[src/rtl/multicycle_control.sv]
// Multi-cycle control FSM for the 16-bit lab CPU datapath.
// Sequences fetch/decode/execute/memory/write-back, drives every datapath
// select and enable as a Moore decode of the current state, waits on a
// single-port memory handshake and counts retired instructions.
//
// Handshake: mem_read/mem_write (with iord) are held for as long as the FSM
// sits in FETCH/MEM_RD/MEM_WR; the access completes in the cycle where
// mem_ready=1 is seen alongside the request, and the FSM leaves the state on
// that edge. mem_ready outside those states has no effect.
module multicycle_control #(
  parameter int MEM_WAIT_MAX = 15
) (
  input  logic        clk,
  input  logic        rst,
  input  logic [3:0]  opcode,
  input  logic [2:0]  funct,
  input  logic        zero,
  input  logic        mem_ready,
  output logic        pc_write,
  output logic        pc_write_cond,
  output logic        ir_write,
  output logic        mem_read,
  output logic        mem_write,
  output logic        reg_write,
  output logic        iord,
  output logic        reg_dst,
  output logic        mem_to_reg,
  output logic        alu_src_a,
  output logic [1:0]  alu_src_b,
  output logic [2:0]  alu_op,
  output logic [1:0]  pc_src,
  output logic        ext_sel,
  output logic        halted,
  output logic        illegal,
  output logic        mem_timeout,
  output logic [15:0] instr_count,
  output logic [3:0]  dbg_state_o
);

  typedef enum logic [3:0] {
    FETCH  = 4'd0,
    DECODE = 4'd1,
    EXEC_R = 4'd2,
    EXEC_I = 4'd3,
    ADDR   = 4'd4,
    MEM_RD = 4'd5,
    MEM_WR = 4'd6,
    WB_ALU = 4'd7,
    WB_MEM = 4'd8,
    BRANCH = 4'd9,
    JUMP   = 4'd10,
    HALT   = 4'd11
  } state_t;

  localparam logic [3:0] OP_R    = 4'b0000;
  localparam logic [3:0] OP_ADDI = 4'b0001;
  localparam logic [3:0] OP_ANDI = 4'b0010;
  localparam logic [3:0] OP_LW   = 4'b0011;
  localparam logic [3:0] OP_SW   = 4'b0100;
  localparam logic [3:0] OP_BEQ  = 4'b0101;
  localparam logic [3:0] OP_J    = 4'b0110;
  localparam logic [3:0] OP_HALT = 4'b1111;

  localparam logic [2:0] ALU_ADD   = 3'd0;
  localparam logic [2:0] ALU_SUB   = 3'd1;
  localparam logic [2:0] ALU_AND   = 3'd2;
  localparam logic [2:0] ALU_FUNCT = 3'd4;

  localparam int WAIT_W = (MEM_WAIT_MAX < 2) ? 1 : $clog2(MEM_WAIT_MAX + 1);
  localparam logic [WAIT_W-1:0] WAIT_LAST = WAIT_W'(MEM_WAIT_MAX - 1);

  state_t              state_q, state_d;
  logic [WAIT_W-1:0]   wait_q, wait_d;
  logic                timeout_q, timeout_d;
  logic [15:0]         count_q, count_d;
  logic                retire;
  logic                op_legal;
  logic                in_mem_wait;

  // funct feeds the ALU control and zero gates pc_write_cond in the datapath;
  // the FSM itself never needs to look at either.
  logic unused_inputs;
  assign unused_inputs = ^{funct, zero};

  assign op_legal = (opcode == OP_R)   || (opcode == OP_ADDI) ||
                    (opcode == OP_ANDI) || (opcode == OP_LW)  ||
                    (opcode == OP_SW)  || (opcode == OP_BEQ)  ||
                    (opcode == OP_J)   || (opcode == OP_HALT);

  assign in_mem_wait = ((state_q == FETCH) || (state_q == MEM_RD) ||
                        (state_q == MEM_WR)) && !mem_ready;

  // State, wait counter, sticky timeout and retire counter registers.
  always_ff @(posedge clk) begin
    if (rst) begin
      state_q   <= FETCH;
      wait_q    <= '0;
      timeout_q <= 1'b0;
      count_q   <= 16'h0000;
    end else begin
      state_q   <= state_d;
      wait_q    <= wait_d;
      timeout_q <= timeout_d;
      count_q   <= count_d;
    end
  end

  // Next-state, retire detection and memory wait/timeout tracking.
  always_comb begin
    state_d   = state_q;
    retire    = 1'b0;
    wait_d    = '0;
    timeout_d = timeout_q;
    case (state_q)
      FETCH:  if (mem_ready) state_d = DECODE;
      DECODE: begin
        case (opcode)
          OP_R:            state_d = EXEC_R;
          OP_ADDI, OP_ANDI: state_d = EXEC_I;
          OP_LW, OP_SW:    state_d = ADDR;
          OP_BEQ:          state_d = BRANCH;
          OP_J:            state_d = JUMP;
          OP_HALT: begin
            state_d = HALT;
            retire  = 1'b1;
          end
          default: begin
            state_d = FETCH;
            retire  = 1'b1;
          end
        endcase
      end
      EXEC_R, EXEC_I: state_d = WB_ALU;
      ADDR:   state_d = (opcode == OP_LW) ? MEM_RD : MEM_WR;
      MEM_RD: if (mem_ready) state_d = WB_MEM;
      MEM_WR: begin
        if (mem_ready) begin
          state_d = FETCH;
          retire  = 1'b1;
        end
      end
      WB_ALU, WB_MEM, BRANCH, JUMP: begin
        state_d = FETCH;
        retire  = 1'b1;
      end
      HALT:    state_d = HALT;
      default: state_d = FETCH;
    endcase
    // A stalled access that reaches the limit abandons the instruction.
    if (in_mem_wait) begin
      if (wait_q == WAIT_LAST) begin
        timeout_d = 1'b1;
        state_d   = HALT;
      end else begin
        wait_d = wait_q + 1'b1;
      end
    end
    count_d = retire ? count_q + 16'd1 : count_q;
  end

  // Moore decode of datapath controls; everything is idle in the reset cycle.
  always_comb begin
    pc_write      = 1'b0;
    pc_write_cond = 1'b0;
    ir_write      = 1'b0;
    mem_read      = 1'b0;
    mem_write     = 1'b0;
    reg_write     = 1'b0;
    iord          = 1'b0;
    reg_dst       = 1'b0;
    mem_to_reg    = 1'b0;
    alu_src_a     = 1'b0;
    alu_src_b     = 2'd0;
    alu_op        = ALU_ADD;
    pc_src        = 2'd0;
    ext_sel       = 1'b1;
    halted        = 1'b0;
    illegal       = 1'b0;
    if (!rst) begin
      case (state_q)
        FETCH: begin
          mem_read  = 1'b1;
          alu_src_b = 2'd1;
          if (mem_ready) begin
            ir_write = 1'b1;
            pc_write = 1'b1;
          end
        end
        DECODE: begin
          // Branch target PC+sext(imm8) is parked in ALUOut here.
          alu_src_b = 2'd2;
          illegal   = !op_legal;
        end
        EXEC_R: begin
          alu_src_a = 1'b1;
          alu_op    = ALU_FUNCT;
        end
        EXEC_I: begin
          alu_src_a = 1'b1;
          alu_src_b = 2'd2;
          if (opcode == OP_ANDI) begin
            ext_sel = 1'b0;
            alu_op  = ALU_AND;
          end
        end
        ADDR: begin
          alu_src_a = 1'b1;
          alu_src_b = 2'd2;
        end
        MEM_RD: begin
          mem_read = 1'b1;
          iord     = 1'b1;
        end
        MEM_WR: begin
          mem_write = 1'b1;
          iord      = 1'b1;
        end
        WB_ALU: begin
          reg_write = 1'b1;
          reg_dst   = (opcode == OP_R);
        end
        WB_MEM: begin
          reg_write  = 1'b1;
          mem_to_reg = 1'b1;
        end
        BRANCH: begin
          alu_src_a     = 1'b1;
          alu_op        = ALU_SUB;
          pc_write_cond = 1'b1;
          pc_src        = 2'd1;
        end
        JUMP: begin
          pc_write = 1'b1;
          pc_src   = 2'd2;
        end
        HALT:    halted = 1'b1;
        default: ;
      endcase
    end
  end

  assign mem_timeout = timeout_q;
  assign instr_count = count_q;
  assign dbg_state_o = state_q;

endmodule

[config.mk]
export PLATFORM = sky130hd
export DESIGN_NAME = multicycle_control
export DESIGN_NICKNAME = d
export VERILOG_FILES = /design/src/rtl/multicycle_control.sv
export SDC_FILE = /design/constraint.sdc
export NUM_CORES = 1
export LEC_CHECK = 0
export BUFFER_PORTS_ARGS = -buffer_cell sky130_fd_sc_hd__buf_2
export CORE_AREA = 2 2 56 71
export CTS_BUF_LIST = sky130_fd_sc_hd__clkbuf_4
export DETAILED_ROUTE_END_ITERATION = 6
export DIE_AREA = 0 0 58 73
export HOLD_SLACK_MARGIN = 0.15
export PLACE_DENSITY = 0.81
export SYNTH_ARGS = -nofsm -noshare
export SYNTH_HDL_FRONTEND = slang
export SYNTH_SLANG_ARGS = --single-unit
[constraint.sdc]
create_clock -name clk -period 1.5 [get_ports clk]
set_input_delay 0.15 -clock clk [delete_from_list [all_inputs] [get_ports clk]]
set_output_delay 0.15 -clock clk [all_outputs]
set_load 0.005 [all_outputs]
### Yosys cells after proc, flatten, opt, wreduce, memory -nomap -nowiden

Cells that the tools add are included.

| cells by class | value |
|---|---|
| add/subtract/negate cells | 2 |
| eq/ne operators | 19 |
| muxes and demuxes | 45 |
| bitwise gates (word level) | 1 |
| reductions and logical operators | 26 |

Operator list:

| operator | count |
|---|---|
| $eq A4 B3 Y1 const B | 7 |
| $mux W1 | 28 |
| $pmux W4 S7 | 1 |
| $eq A4 B4 Y1 const B | 6 |
| $pmux W4 S6 | 1 |
| $mux W4 | 5 |
| $add A16 B1 Y16 const B | 1 |
| $eq A4 B2 Y1 const B | 4 |
| $reduce_or A2 Y1 | 6 |
| $logic_or A1 B1 Y1 | 9 |
| $pmux W3 S3 | 1 |
| $eq A4 B1 Y1 const B | 2 |
| $logic_not A4 Y1 | 2 |
| $mux W2 | 4 |
| $pmux W2 S2 | 2 |
| $reduce_or A4 Y1 | 2 |
| $reduce_or A7 Y1 | 1 |
| $reduce_or A3 Y1 | 2 |
| $add A4 B1 Y4 const B | 1 |
| $mux W3 | 1 |
| $pmux W1 S3 | 1 |
| $logic_not A1 Y1 | 2 |
| $pmux W1 S2 | 1 |
| $reduce_and A2 Y1 | 1 |
| 2 further kinds | 2 |

| storage, ports and cells | value |
|---|---|
| bits in registers | 25 |
| bits of input ports | 11 |
| output and inout bits | 41 |
| word-level logic and storage cells | 97 |

### Longest topological paths before layout

Gate-level depths: netlist of the first run.

| logic depth | value |
|---|---|
| depth in word-level cells | 11 |
| depth in mapped cells | 7 |
| depth with buffers taken out | 6 |

### Least setup slack after synthesis of the first run

No wires, ideal clock.

| timing | value |
|---|---|
| path kind | register to register |
| start | register state_q[0], in the netlist dbg_state_o[0] |
| end | register count_q[10], in the netlist instr_count[10] |
| library setup time | 0.128 ns |
| arrival time | 1.496 ns |
| required time | 1.372 ns |
| path slack | -0.123 ns |
| cell stages (with the launch flop) | 8 |
| path buffers | 2 |
| period minus slack after synthesis | 1.623 ns |
| cells stage by stage | dfxtp_1 buf_2 nand2_1 a32o_2 buf_6 o2111ai_1 xor2_1 nor2_1 |

| between the ends | value |
|---|---|
| cells in the longest elaborated chain, start to end | 3 |
| elaborated cells between the ends (all ways) | 8 |
| those cells by class | eq/ne: 6; mux: 1; reduce/logical: 1 |

RTL lines:

| item | line | RTL |
|---|---|---|
| start: declaration | 72 | `state_t state_q, state_d;` |
| start signal: assignment | 101 | `state_q <= state_d;` |
| $eq A4 B4 Y1 / $eq A4 B3 Y1 (equally long branches) | 114 | `case (state_q)` |
| $reduce_or A4 Y1 | 114 |  |
| $pmux W1 S3 (*) | 114 |  |
| end signal: assignment | 104 | `count_q <= count_d;` |
| end: declaration | 75 | `logic [15:0] count_q, count_d;` |

Mark *: on every way between the ends. The rest lies on a longest branch, timed or not.
A chain may end at the register's enable or synchronous reset.

### Worst setup path after layout of the first run

| timing | value |
|---|---|
| start | register state_q[3], in the netlist dbg_state_o[3] |
| end | output illegal |

| between the ends | value |
|---|---|
| cells in the longest elaborated chain, start to end | 3 |

RTL lines:

| item | line | RTL |
|---|---|---|
| $eq A4 B1 Y1 | 180 | `case (state_q)` |
| $mux W1 | 180 |  |
| $mux W1 | 179 | `if (!rst) begin` |
| end: declaration | 34 | `output logic illegal,` |

Every way passes these cells.

==> run summary, run 1 <==
The logs give 1.69 ns for the data arrival time of the worst path and 0 for the number of warnings printed during yosys synthesis. TritonCTS built the clock tree. The maximum ir drop on the vdd rail is 0.00103 V, and the time the final worst path needs with I/O delays and setup is 1.84 ns. The die is 73 um tall. For this run, the detailed router's first-pass iteration total came to 5. For the sequential power share, the log shows 0.241. The core region is 3630 um2. The final cell area excluding filler cells came out at 2850 um2. In the routed design, unresolved DRC markers number 0. Kind of path behind the tightest hold check: in -> reg. The CTS clock-pin slew for the worst setup and hold paths was 0.12 ns; the count of H-tree levels built during CTS was 1. Cell-internal power: 1.97 mW.

The post-synthesis sequential element count is 25. At the pin with the least slew margin, the transition time is 0.495 ns. The number of pins with negative max-slew slack in the final report is 0, and the clock share of power is 0.098. In this run the most critical hold path is launched from opcode[2]. The run gives 0.661 as the combinational cell fraction of total power. The combinational family with the most area after synthesis was simple AND/OR/NAND/NOR gates. Leaving out fill and tap cells, the most frequent cell in the layout is sky130_fd_sc_hd__buf_2. The share of synthesized area spent on multiplexers is 0, and the initial antenna violation count is 0.

Endpoint with the worst hold slack: dbg_state_o[3]. The run finished, with violations left. In this run the register-to-register setup slack is -0.24 ns. The number of different library cells used by synthesis comes to 45. Post-layout utilization of the core: 0.786. In the layout the commonest cells are sky130_fd_sc_hd__buf_2 (45), sky130_fd_sc_hd__buf_4 (41), sky130_fd_sc_hd__nor2_1 (28), sky130_fd_sc_hd__buf_6 (21), sky130_fd_sc_hd__dfxtp_1 (17). Detailed placement ended at an HPWL of 3.42 mm. The share of synthesized flip-flops with an asynchronous set or reset was 0. The tools report the endpoint kind of the worst setup timing path as a primary output. The synthesis-to-finish area growth is 72.3%.

The logs give 2,173 for the via count and 0.665 for the tightest slew margin relative to the limit. The repair_antennas step left the layout with diodes totalling 0. The tree is rooted in a sky130_fd_sc_hd__clkbuf_4. Dividing the detail-routed wire length by the instance count gives 19.5 um. The placed instances occupy a cell area of 2220 um2.

For the total detailed-routing wirelength, the log shows 6.98 mm. Along the worst path, the maximum fanout reaches 5. At the worst endpoint, the required time is 1.35 ns. The final reports fail on negative setup slack. Setup repair after global routing could not meet its margin everywhere. In the synthesized netlist the dominant register cell turns out to be sky130_fd_sc_hd__dfxtp_1. During placement, the flow inserted port buffers numbering 47. Measured in cells, the most critical reg-to-reg path has a length of 6.

Timing would allow up to 543 MHz. The synthesized-area fraction occupied by xor and xnor cells came out at 0.0794. Summed over all cells, the static leakage comes to 1.21 nW.

For the combined area of all synthesized cells, the log shows 1660 um2. The synthesized design contains 0 enable-type register cells. The effective utilization at floorplan was 0.456. The run gives 0.245 as the overall global routing resource usage. The via count normalized by instance count came out at 6.09. The critical path is of the reg -> out type.

The run gives 25 as the number of sinks handled by clock tree synthesis. Startpoint kind of the worst setup timing path: a flop. During I/O placement, the number of pins put on the boundary was 52.

Portion of the post-synthesis area used by sequential elements: 0.302. No sink is reached through more buffers than the 2 on the longest clock path. The tools report the worst flop-to-flop path startpoint as dbg_state_o[3]. The share of layout cells above drive strength 1 was 0.580.

The pin count of the biggest net entering global routing is 19. In this run the power spent charging and discharging nets is 1.47 mW. The critical path goes through buf_6 > or3_4 > or2_4 > nor2_1 > buf_2. The net count of the finished layout is 332.

In this run the horizontal extent of the chip is 58 um. The run gives 0.830 as the final weighted congestion in routability-driven placement. The slowest stage of the critical path is the sky130_fd_sc_hd__or3_4 cell. The worst register-to-register path ends at instr_count[15]. The floorplan step defined a die boundary enclosing 4230 um2. The adder-cell share of the synthesized area works out to 0.0227. Hold timing on the final database bottoms out at a slack of 0.220 ns.

The count of maximum capacitance violations is 0, and the switching fraction of total power is 0.427. Setup violations remaining at the end of the flow were counted as 45. The number of clock buffers added by TritonCTS is 3. The post-route fraction of the period consumed by the critical path was 1.23; the wire length of the first global-routing pass was 8.11 mm. For this run the aggregate overflow at the end of global routing stands at 0. The mean cell area of the mapped netlist is 7.42 um2. Simple-gate share of the synthesized area: 0.334. For this design, the CTS-stage hold fixing added 0 buffers. The tools report the hold violation total from the final report as 0. After the first detailed-routing iteration, the DRC count stood at 194.

The via count of the first global-routing pass is 1,787, and the compound-gate portion of the synthesized area is 0.192. The net count of the mapped netlist is 237, and the insertion delay of the later-clocked pin in the worst-skew pair is 0.34 ns. Once detail routing completed, the nets flagged for antenna violations numbered 0.

The clock arrives with 0.0211 ns of skew. The number of cells on the worst hold path is 4, and the synthesized instance count is 223. The tools report the final critical-path setup slack as -0.342 ns. The floorplan has 25 rows. The power density over cell area is 1210 nW/um2, and the largest stage delay on the critical path is 0.39 ns.
-- what timing repair did --
item,4_1_cts,5_1_grt
setup endpoints to repair,39,45
setup buffers,11,13
resized for setup,53,48
pin swaps,32,26
-- worst max path at each step --
stage	slack, ns	cells after the start	to	from
after floorplan	-0.04	6	instr_count[15]	dbg_state_o[1]
after global placement	-0.07	6	instr_count[6]	dbg_state_o[0]
after detailed placement	-0.11	6	instr_count[8]	dbg_state_o[0]
after CTS	-0.26	5	illegal	dbg_state_o[2]
after global routing	-0.37	5	illegal	dbg_state_o[3]
final	-0.34	5	illegal	dbg_state_o[3]
-- worst max-delay path, delay by kind of cell, from the launching register on --
kind          cells  cell delay, ns
flops             1            0.36
buf+inv           2            0.26
simple gates      3            0.74
-- logic make-up (layout without fill, tap and decap cells) --
logic type               Yosys count  in the layout
flip-flops                        25             25
buffers and inverters             24            118
AO/OA/AOI/OAI                     50             50
XOR/XNOR                          15             15
adder cells (fa/ha/maj)            3              3
AND/OR/NAND/NOR                  106            106
-- routing by layer --
metal  track usage  wire length, um  share of wire  up-vias
met5             0                0              0        -
met4         0.142              384          0.055        0
met3        0.0248              406          0.058       41
met2         0.453             3780           0.54      129
met1         0.264             2410           0.35     1035
li1              -                -              -      968
-- Yosys cell counts (all sizes together), types with 4 or more instances --
cell | n | area share
or3 | 8 | 0.030
clkbuf | 7 | 0.016
and3 | 4 | 0.015
buf | 12 | 0.042
xor2 | 14 | 0.074
o21ai | 17 | 0.051
inv | 5 | 0.011
nor2 | 36 | 0.083
a21oi | 13 | 0.039
nand2 | 14 | 0.032
nor3 | 13 | 0.046
o2111ai | 8 | 0.042
nand3 | 7 | 0.021
nand2b | 5 | 0.023
dfxtp | 25 | 0.30
-- power groups by stage --
| stage | combinational, mW | clock, mW | sequential (mW) |
|---|---|---|---|
| floorplan | 0.799 | 0 | 0.835 |
| global placement | 1.23 | 0 | 0.826 |
| detailed placement | 1.26 | 0 | 0.827 |
| CTS | 1.62 | 0.333 | 0.814 |
| global route | 2.40 | 0.365 | 0.838 |
| finish | 2.27 | 0.338 | 0.829 |
-- stage by stage --
step	cells	setup slack [ns]	power [mW]	TNS [ns]
after CTS	346	-0.260	2.77	-3.45
after detailed placement	331	-0.112	2.08	-0.944
after global placement	331	-0.0688	2.05	-0.463
after floorplan	223	-0.0432	1.63	-0.179
final	357	-0.342	3.44	-6.71
after global routing	357	-0.373	3.60	-10.10
-- sequential cells by signal, summed over array words and instances, names as in the netlist --
signal       flops
wait_q           4
instr_count     16
dbg_state_o      4
mem_timeout      1
-- cell type report --
| cell class | instances | area (um2) |
|---|---|---|
| Timing Repair Buffer | 109 | 805 |
| Clock buffer | 4 | 30.0 |
| Sequential cell | 25 | 515 |
| Inverter | 5 | 18.8 |
| Multi-Input combinational cell | 174 | 1430 |
| Tap cell | 40 | 50.0 |
| Fill cell | 226 | 777 |
Power figures use the tool's default switching activity.
==> run 2: changes to the inputs <==
--- a/config.mk
+++ b/config.mk
@@ -6,8 +6,9 @@
 export NUM_CORES = 1
 export LEC_CHECK = 0
 export BUFFER_PORTS_ARGS = -buffer_cell sky130_fd_sc_hd__buf_2
+export CAP_MARGIN = 10
 export CORE_AREA = 2 2 56 71
-export CTS_BUF_LIST = sky130_fd_sc_hd__clkbuf_4
+export CTS_BUF_LIST = sky130_fd_sc_hd__clkbuf_8
 export DETAILED_ROUTE_END_ITERATION = 6
 export DIE_AREA = 0 0 58 73
 export HOLD_SLACK_MARGIN = 0.15
==> run 2 against run 1 <==
The run still ends with negative setup slack left. Fmax increased by 7.1%. First-iteration DRC count decreased by 39%. Total power decreased by 0.96%. Final area decreased by 0.57%. Highest routed layer unchanged. Count of clock-buffer cells in the layout decreased by 1. Critical path type unchanged. Clock power increased by 18%. Cell count decreased by 0.28%.
==> run summary, run 2 (synthesis results as in run 1) <==
The run finished, with violations left. Violated checks: negative setup slack (unchanged). Insertion delay of the later-clocked pin in the worst-skew pair: 0.27 ns (was 0.34 ns).

The run gives 0.273 ns (was 0.220 ns) as the post-route worst hold slack. Maximum ir drop on the vdd rail: 0.00103 V (about the same). The endpoint kind of the worst setup timing path was a primary output (unchanged).

Leading cell types in the layout, fill and taps excluded: sky130_fd_sc_hd__buf_2 (45), sky130_fd_sc_hd__buf_4 (41), sky130_fd_sc_hd__nor2_1 (28), sky130_fd_sc_hd__buf_6 (22), sky130_fd_sc_hd__dfxtp_1 (15) (was sky130_fd_sc_hd__buf_2 (45), sky130_fd_sc_hd__buf_4 (41), sky130_fd_sc_hd__nor2_1 (28), sky130_fd_sc_hd__buf_6 (21), sky130_fd_sc_hd__dfxtp_1 (17)). The logs give 0 (unchanged) for the number of pins with negative max-slew slack in the final report and 1.57 ns (was 1.69 ns) for the data arrival time of the worst path. The number of DRC markers in iteration 0 was 119 (was 194). For the wire length of the first global-routing pass, the log shows 8.84 mm (was 8.11 mm). The commonest non-fill, non-tap cell in the layout was sky130_fd_sc_hd__buf_2 (unchanged). The count of maximum capacitance violations was 0 (unchanged).

The tools report the via count as 2,134 (was 2,173). The number of I/O pins is 52 (unchanged), and the number of antenna diodes is 0 (unchanged). The worst-margin pin slew was 0.405 ns (was 0.495 ns); the synthesis-to-finish area growth was 71.3% (was 72.3%).

The capturing point of the worst reg2reg path was instr_count[6] (was instr_count[15]). The maximum fanout along the worst path is 5 (unchanged). The tools report the hold path startpoint as opcode[2] (unchanged). The path type of the worst setup path was reg -> out (unchanged). The y dimension of the die works out to 73 um (unchanged). The net count reported at finish was 331 (was 332).

The time the final worst path needs with I/O delays and setup was 1.72 ns (was 1.84 ns). The effective utilization at floorplan came out at 0.456 (unchanged). The register-to-register setup slack came out at -0.18 ns (was -0.24 ns).

The startpoint kind of the worst setup timing path is a flop (unchanged). The pin count of the biggest net entering global routing is 19 (unchanged). The tools report the hold violation total from the final report as 0 (unchanged). The endpoint with the worst hold slack is dbg_state_o[3] (unchanged). The tools report the initial antenna violation count as 0 (unchanged).

The worst flop-to-flop path startpoint is dbg_state_o[2] (was dbg_state_o[3]). The post-route fraction of the period consumed by the critical path is 1.15 (was 1.23). The run gives 1 (unchanged) as the count of H-tree levels built during CTS. TritonCTS built the clock tree. The power density over cell area is 1200 nW/um2 (was 1210 nW/um2). Via count normalized by instance count: 5.99 (was 6.09). Setup repair after global routing could not meet its margin everywhere.

For the final cell area excluding filler cells, the log shows 2840 um2 (was 2850 um2). The clock root buffer was sky130_fd_sc_hd__clkbuf_8 (was sky130_fd_sc_hd__clkbuf_4). The run gives 581 MHz (was 543 MHz) as the highest attainable clock frequency.

Total detailed-routing wirelength: 6.73 mm (was 6.98 mm). The overflow left after global routing was 0 (unchanged); the number of sinks handled by clock tree synthesis was 25 (unchanged). The final-report setup violation count is 37 (was 45). The count of input and output buffers was 47 (unchanged); the sum of net half-perimeters after detailed placement was 3.42 mm (unchanged).

The via count of the first global-routing pass was 1,975 (was 1,787); the number of flip-flops in the largest register was 16 (unchanged). The tools report the final weighted congestion in routability-driven placement as 0.830 (unchanged). The width of the die is 58 um (unchanged). The run gives 0.268 (was 0.245) as the overall global routing resource usage. The kind of path behind the tightest hold check is in -> reg (unchanged).

The number of cells on the worst hold path is 4 (unchanged), and the required arrival time at the worst endpoint is 1.35 ns (about the same). Leakage dissipation: 1.23 nW (was 1.21 nW). The tools report the area of the core as 3630 um2 (unchanged). Number of detailed-routing iterations run before antenna repair: 4 (was 5). The logs give 0.727 (was 0.665) for the tightest slew margin relative to the limit and 25 (unchanged) for the floorplan row count. The tools report the quantity of hold-fixing buffers added after cts as 0 (unchanged). The CTS clock-pin slew for the worst setup and hold paths is 0.08 ns (was 0.12 ns), and the final critical-path setup slack is -0.220 ns (was -0.342 ns). Total CTS buffers: 3 (unchanged).

Worst reg-to-reg path cell count: 6 (unchanged). Final antenna-violating net count: 0 (unchanged). The logs give 0 (unchanged) for the total DRC errors in the routed layout and 2 (unchanged) for the number of buffers between clock root and the deepest sink. The post-detailed-placement cell area was 2220 um2 (unchanged). Post-route clock skew: 0.0123 ns (was 0.0211 ns). The share of layout cells above drive strength 1 was 0.614 (was 0.580); the area of the die was 4230 um2 (unchanged). The average wire length per cell after detail routing was 18.9 um (was 19.5 um).
[run 2: layout make-up]
class | instances | area, um2
clock buffer | 3 | 41.3
inverter | 5 | 18.8
tap | 40 | 50.0
sequential | 25 | 520
fill | 219 | 793
clock inverter | 1 | 3.75
multi-input combinational | 174 | 1420
timing repair buffer | 108 | 781
[run 2: routing by layer]
metal | share of wire | track usage | up-vias | routed length, um
met5 | 0 | 0 | - | 0
met4 | 0.041 | 0.181 | 0 | 275
met2 | 0.56 | 0.506 | 90 | 3760
li1 | - | - | 968 | -
met1 | 0.36 | 0.266 | 1052 | 2440
met3 | 0.038 | 0.0355 | 24 | 258
[run 2: critical path: stages, from the launching register on]
cell,delay [ns]
sky130_fd_sc_hd__dfxtp_4,0.37
sky130_fd_sc_hd__buf_6,0.12
sky130_fd_sc_hd__or3_4,0.36
sky130_fd_sc_hd__or2_4,0.25
sky130_fd_sc_hd__nor2_2,0.09
sky130_fd_sc_hd__buf_2,0.12
[run 2: timing repair]
item | in CTS | in global routing
setup endpoints to repair | 35 | 42
setup buffers | 15 | 6
pin swaps | 35 | 18
hold endpoints to repair | 0 | 0
gates resized for setup | 51 | 59
[run 2: through the flow]
| stage | setup slack (ns) | util | total power, mW | TNS (ns) | instances |
|---|---|---|---|---|---|
| after detailed placement | -0.112 | 0.612 | 2.08 | -0.944 | 331 |
| final | -0.220 | 0.781 | 3.41 | -3.22 | 356 |
| after global routing | -0.264 | 0.781 | 3.56 | -5.00 | 356 |
| after global placement | -0.0688 | 0.612 | 2.05 | -0.463 | 331 |
| after CTS | -0.180 | 0.711 | 2.88 | -1.42 | 350 |
| after floorplan | -0.0432 | - | 1.63 | -0.179 | 223 |
[run 2: power by group]
part	total (mW)	leakage, nW	switching [mW]	internal [mW]
logic	2.17	0.996	1.12	1.06
registers	0.835	0.208	0.0884	0.746
clock network	0.398	0.0269	0.214	0.183
[run 2: worst max path at each step]
stage | end | from | slack (ns) | depth (start not counted)
3_3_place_gp | instr_count[6] | dbg_state_o[0] | -0.07 | 6
6_report | illegal | dbg_state_o[2] | -0.22 | 5
4_1_cts | illegal | dbg_state_o[2] | -0.18 | 5
5_1_grt | illegal | dbg_state_o[2] | -0.26 | 5
2_1_floorplan | instr_count[15] | dbg_state_o[1] | -0.04 | 6
3_5_place_dp | instr_count[8] | dbg_state_o[0] | -0.11 | 6
==> run 3: changes to the inputs <==
--- a/config.mk
+++ b/config.mk
@@ -7,12 +7,13 @@
 export LEC_CHECK = 0
 export BUFFER_PORTS_ARGS = -buffer_cell sky130_fd_sc_hd__buf_2
 export CAP_MARGIN = 10
-export CORE_AREA = 2 2 56 71
+export CORE_AREA = 2 2 87 47
 export CTS_BUF_LIST = sky130_fd_sc_hd__clkbuf_8
 export DETAILED_ROUTE_END_ITERATION = 6
-export DIE_AREA = 0 0 58 73
+export DIE_AREA = 0 0 89 49
 export HOLD_SLACK_MARGIN = 0.15
-export PLACE_DENSITY = 0.81
+export PLACE_DENSITY = 0.8
 export SYNTH_ARGS = -nofsm -noshare
 export SYNTH_HDL_FRONTEND = slang
 export SYNTH_SLANG_ARGS = --single-unit
+export TNS_END_PERCENT = 20
==> run 3 against run 2 <==
The flow still finishes with violations (negative setup slack). Final area decreased by 11%. Register-to-register slack worse by 0.09 ns. Sequential share of layout area rose by 2.1 points. Global-route usage decreased by 3.5 points. Combinational power fell by 26%. Sequential power down 1%. Non-clock buffer count shrank 11. First-iteration DRC count down 5.9%. Critical path depth grew 2. Largest cell class unchanged. Total power is 17% lower. Cell count is 0.84% higher.
==> run summary, run 3 (synthesis results as in run 1) <==
The maximum fanout along the worst path is 7 (was 5), and the maximum ir drop on the vdd rail is 0.000450 V (was 0.00103 V). Leading cell types in the layout, fill and taps excluded: sky130_fd_sc_hd__buf_2 (46), sky130_fd_sc_hd__buf_4 (42), sky130_fd_sc_hd__nor2_1 (29), sky130_fd_sc_hd__dfxtp_1 (17), sky130_fd_sc_hd__xor2_1 (14) (was sky130_fd_sc_hd__buf_2 (45), sky130_fd_sc_hd__buf_4 (41), sky130_fd_sc_hd__nor2_1 (28), sky130_fd_sc_hd__buf_6 (22), sky130_fd_sc_hd__dfxtp_1 (15)). The post-route fraction of the period consumed by the critical path was 1.18 (was 1.15). The last element of the critical path is instr_count[9] (was illegal). Setup repair after global routing could not meet its margin everywhere.

The via count was 1,970 (was 2,134). The effective utilization at floorplan is 0.449 (was 0.456), and the largest stage delay on the critical path is 0.35 ns (was 0.37 ns). The hold violation total from the final report is 0 (unchanged). The number of antenna diodes is 0 (unchanged).

The kind of path behind the tightest hold check is in -> reg (unchanged). The total detailed-routing wirelength is 5.39 mm (was 6.73 mm). The y dimension of the die works out to 49 um (was 73 um). For the overflow left after global routing, the log shows 0 (unchanged). The run gives 1 (unchanged) as the count of H-tree levels built during CTS. Via count of the first global-routing pass: 1,692 (was 1,975). For the met2 usage, the log shows 0.356 (was 0.506).

Time the final worst path needs with I/O delays and setup: 1.77 ns (was 1.72 ns). The tools report the clock root buffer as sky130_fd_sc_hd__clkbuf_8 (unchanged). The wire length of the first global-routing pass was 7.95 mm (was 8.84 mm); the tightest slew margin relative to the limit was 0.745 (was 0.727).

The final critical-path setup slack came out at -0.273 ns (was -0.220 ns). The tools report the start point of the critical path as dbg_state_o[3] (was dbg_state_o[2]). The insertion delay of the later-clocked pin in the worst-skew pair is 0.27 ns (about the same), and the switching component of the power is 1.14 mW (was 1.42 mW). The count of maximum capacitance violations is 0 (unchanged), and the final-report setup violation count is 35 (was 37).

The tools report the clock share of power as 0.144 (was 0.117). The worst flop-to-flop path startpoint is dbg_state_o[3] (was dbg_state_o[2]). The tools report the cell-internal power as 1.70 mW (was 1.99 mW). The net count reported at finish was 320 (was 331); the quantity of hold-fixing buffers added after cts was 0 (unchanged). The number of pins with negative max-slew slack in the final report came out at 0 (unchanged). Path type of the worst setup path: reg -> reg (was reg -> out). The commonest non-fill, non-tap cell in the layout is sky130_fd_sc_hd__buf_2 (unchanged). The CTS clock-pin slew for the worst setup and hold paths was 0.09 ns (was 0.08 ns). The run gives 0.0525 (was 0.0355) as the fraction of met3 tracks used by global routing.

The tools report the highest attainable clock frequency as 564 MHz (was 581 MHz). The area of the die is 4360 um2 (was 4230 um2), and the post-route clock skew is 0.00325 ns (was 0.0123 ns). The run finished, with violations left. The worst reg-to-reg path cell count came out at 7 (was 6). The most utilized layer in the global route result was met2 (unchanged).

The highest-delay cell along the critical path is sky130_fd_sc_hd__dfxtp_2 (was sky130_fd_sc_hd__dfxtp_4). The power density over cell area came out at 1120 nW/um2 (was 1200 nW/um2). Switching fraction of total power: 0.401 (was 0.416).

For the register-to-register setup slack, the log shows -0.27 ns (was -0.18 ns). The final-layout fill cell count was 319 (was 219); the total CTS buffers was 3 (unchanged). The combinational cell fraction of total power is 0.565 (was 0.638), and the sequential power share is 0.291 (was 0.245).

The run gives 52 (unchanged) as the number of I/O pins. The final weighted congestion in routability-driven placement was 0.923 (was 0.830); the total DRC errors in the routed layout was 0 (unchanged). Leakage dissipation: 1.13 nW (was 1.23 nW). The post-detailed-placement cell area came out at 2260 um2 (was 2220 um2). Critical path, cell by cell: buf_6 > and2b_1 > a32o_2 > buf_12 > o2111ai_2 > xor2_1 > nor2_1 (was buf_6 > or3_4 > or2_4 > nor2_2 > buf_2). The average wire length per cell after detail routing came out at 15.0 um (was 18.9 um). The run gives 25 (was 19) as the pin count of the biggest net entering global routing. The count of input and output buffers works out to 47 (unchanged). The post-route worst hold slack is 0.279 ns (was 0.273 ns). The worst slack after detailed placement came out at -0.134 ns (was -0.112 ns). The initial antenna violation count was 0 (unchanged); the number of detailed-routing iterations run before antenna repair was 4 (unchanged). The capturing point of the worst reg2reg path is instr_count[9] (was instr_count[6]). The post-layout utilization of the core is 0.685 (was 0.781). The final cell area excluding filler cells is 2520 um2 (was 2840 um2). The endpoint kind of the worst setup timing path was a flop (was a primary output). The share of layout cells above drive strength 1 works out to 0.472 (was 0.614). The tools report the final antenna-violating net count as 0 (unchanged). Startpoint kind of the worst setup timing path: a flop (unchanged). Number of flip-flops in the largest register: 16 (unchanged).

For the required arrival time at the worst endpoint, the log shows 1.66 ns (was 1.35 ns). The tools report the data arrival time of the worst path as 1.93 ns (was 1.57 ns). The area of the core was 3680 um2 (was 3630 um2). TritonCTS built the clock tree.

The hold path startpoint was opcode[2] (unchanged). For the floorplan row count, the log shows 16 (was 25). The synthesis-to-finish area growth works out to 52.5% (was 71.3%).

The run gives 0.234 (was 0.268) as the overall global routing resource usage. Violated checks: negative setup slack (unchanged). The tools report the number of sinks handled by clock tree synthesis as 25 (unchanged). The via count normalized by instance count is 5.49 (was 5.99), and the number of buffers between clock root and the deepest sink is 2 (unchanged).

For the sum of net half-perimeters after detailed placement, the log shows 3.60 mm (was 3.42 mm). The worst-margin pin slew is 0.379 ns (was 0.405 ns). The width of the die was 89 um (was 58 um); the met1 global-route usage was 0.346 (was 0.266).

Number of DRC markers in iteration 0: 112 (was 119).
-- run 3: cell type report --
cell class              count  area [um2]  area share
repair buffers             97         656       0.260
clock buffers               3        41.3      0.0164
flip-flops and latches     25         515       0.204
clock inverters             1        3.75     0.00149
well taps                  54        67.6      0.0268
multi-input cells         174        1220       0.484
inverters                   5        18.8     0.00744
-- run 3: power by group through the flow --
| stage | Sequential (mW) | Clock (mW) | Combinational [mW] |
|---|---|---|---|
| finish | 0.826 | 0.408 | 1.60 |
| global placement | 0.822 | 0 | 1.24 |
| floorplan | 0.828 | 0 | 0.791 |
| detailed placement | 0.825 | 0 | 1.26 |
| CTS | 0.817 | 0.404 | 1.44 |
| global route | 0.830 | 0.448 | 1.72 |
-- run 3: what timing repair did --
action / CTS / global route
resized for setup: 28 / 14
endpoints found under the setup margin: 35 / 44
gates cloned: 0 / 0
buffers inserted: 5 / 2
pin swaps: 11 / 13
-- run 3: metal layers --
layer	vias up	share of wire
met3	13	0.097
li1	944	-
met4	0	0.018
met5	-	0
met2	98	0.45
met1	915	0.44
-- run 3: worst max-delay path, delay by kind of cell, from the launching register on --
family / cells / cell delay, ns
XOR/XNOR: 1 / 0.24
flip-flops: 1 / 0.35
AO/OA/AOI/OAI: 2 / 0.52
AND/OR/NAND/NOR: 2 / 0.29
buffers and inverters: 2 / 0.25
-- run 3: worst min path at each step --
stage / end / slack (ns) / cells after the start
2_1_floorplan: wait_q[0] / 0.43 / 1
3_3_place_gp: wait_q[0] / 0.44 / 1
3_5_place_dp: wait_q[0] / 0.44 / 1
4_1_cts: dbg_state_o[3] / 0.25 / 4
5_1_grt: dbg_state_o[3] / 0.29 / 4
6_report: dbg_state_o[3] / 0.28 / 4
-- run 3: metrics by stage --
stage / cells / setup TNS (ns) / total power [mW]
2_1_floorplan: 223 / -0.184 / 1.62
3_3_place_gp: 348 / -0.305 / 2.06
3_5_place_dp: 348 / -0.690 / 2.09
4_1_cts: 357 / -2.48 / 2.66
5_1_grt: 359 / -6.15 / 2.99
6_report: 359 / -3.69 / 2.84
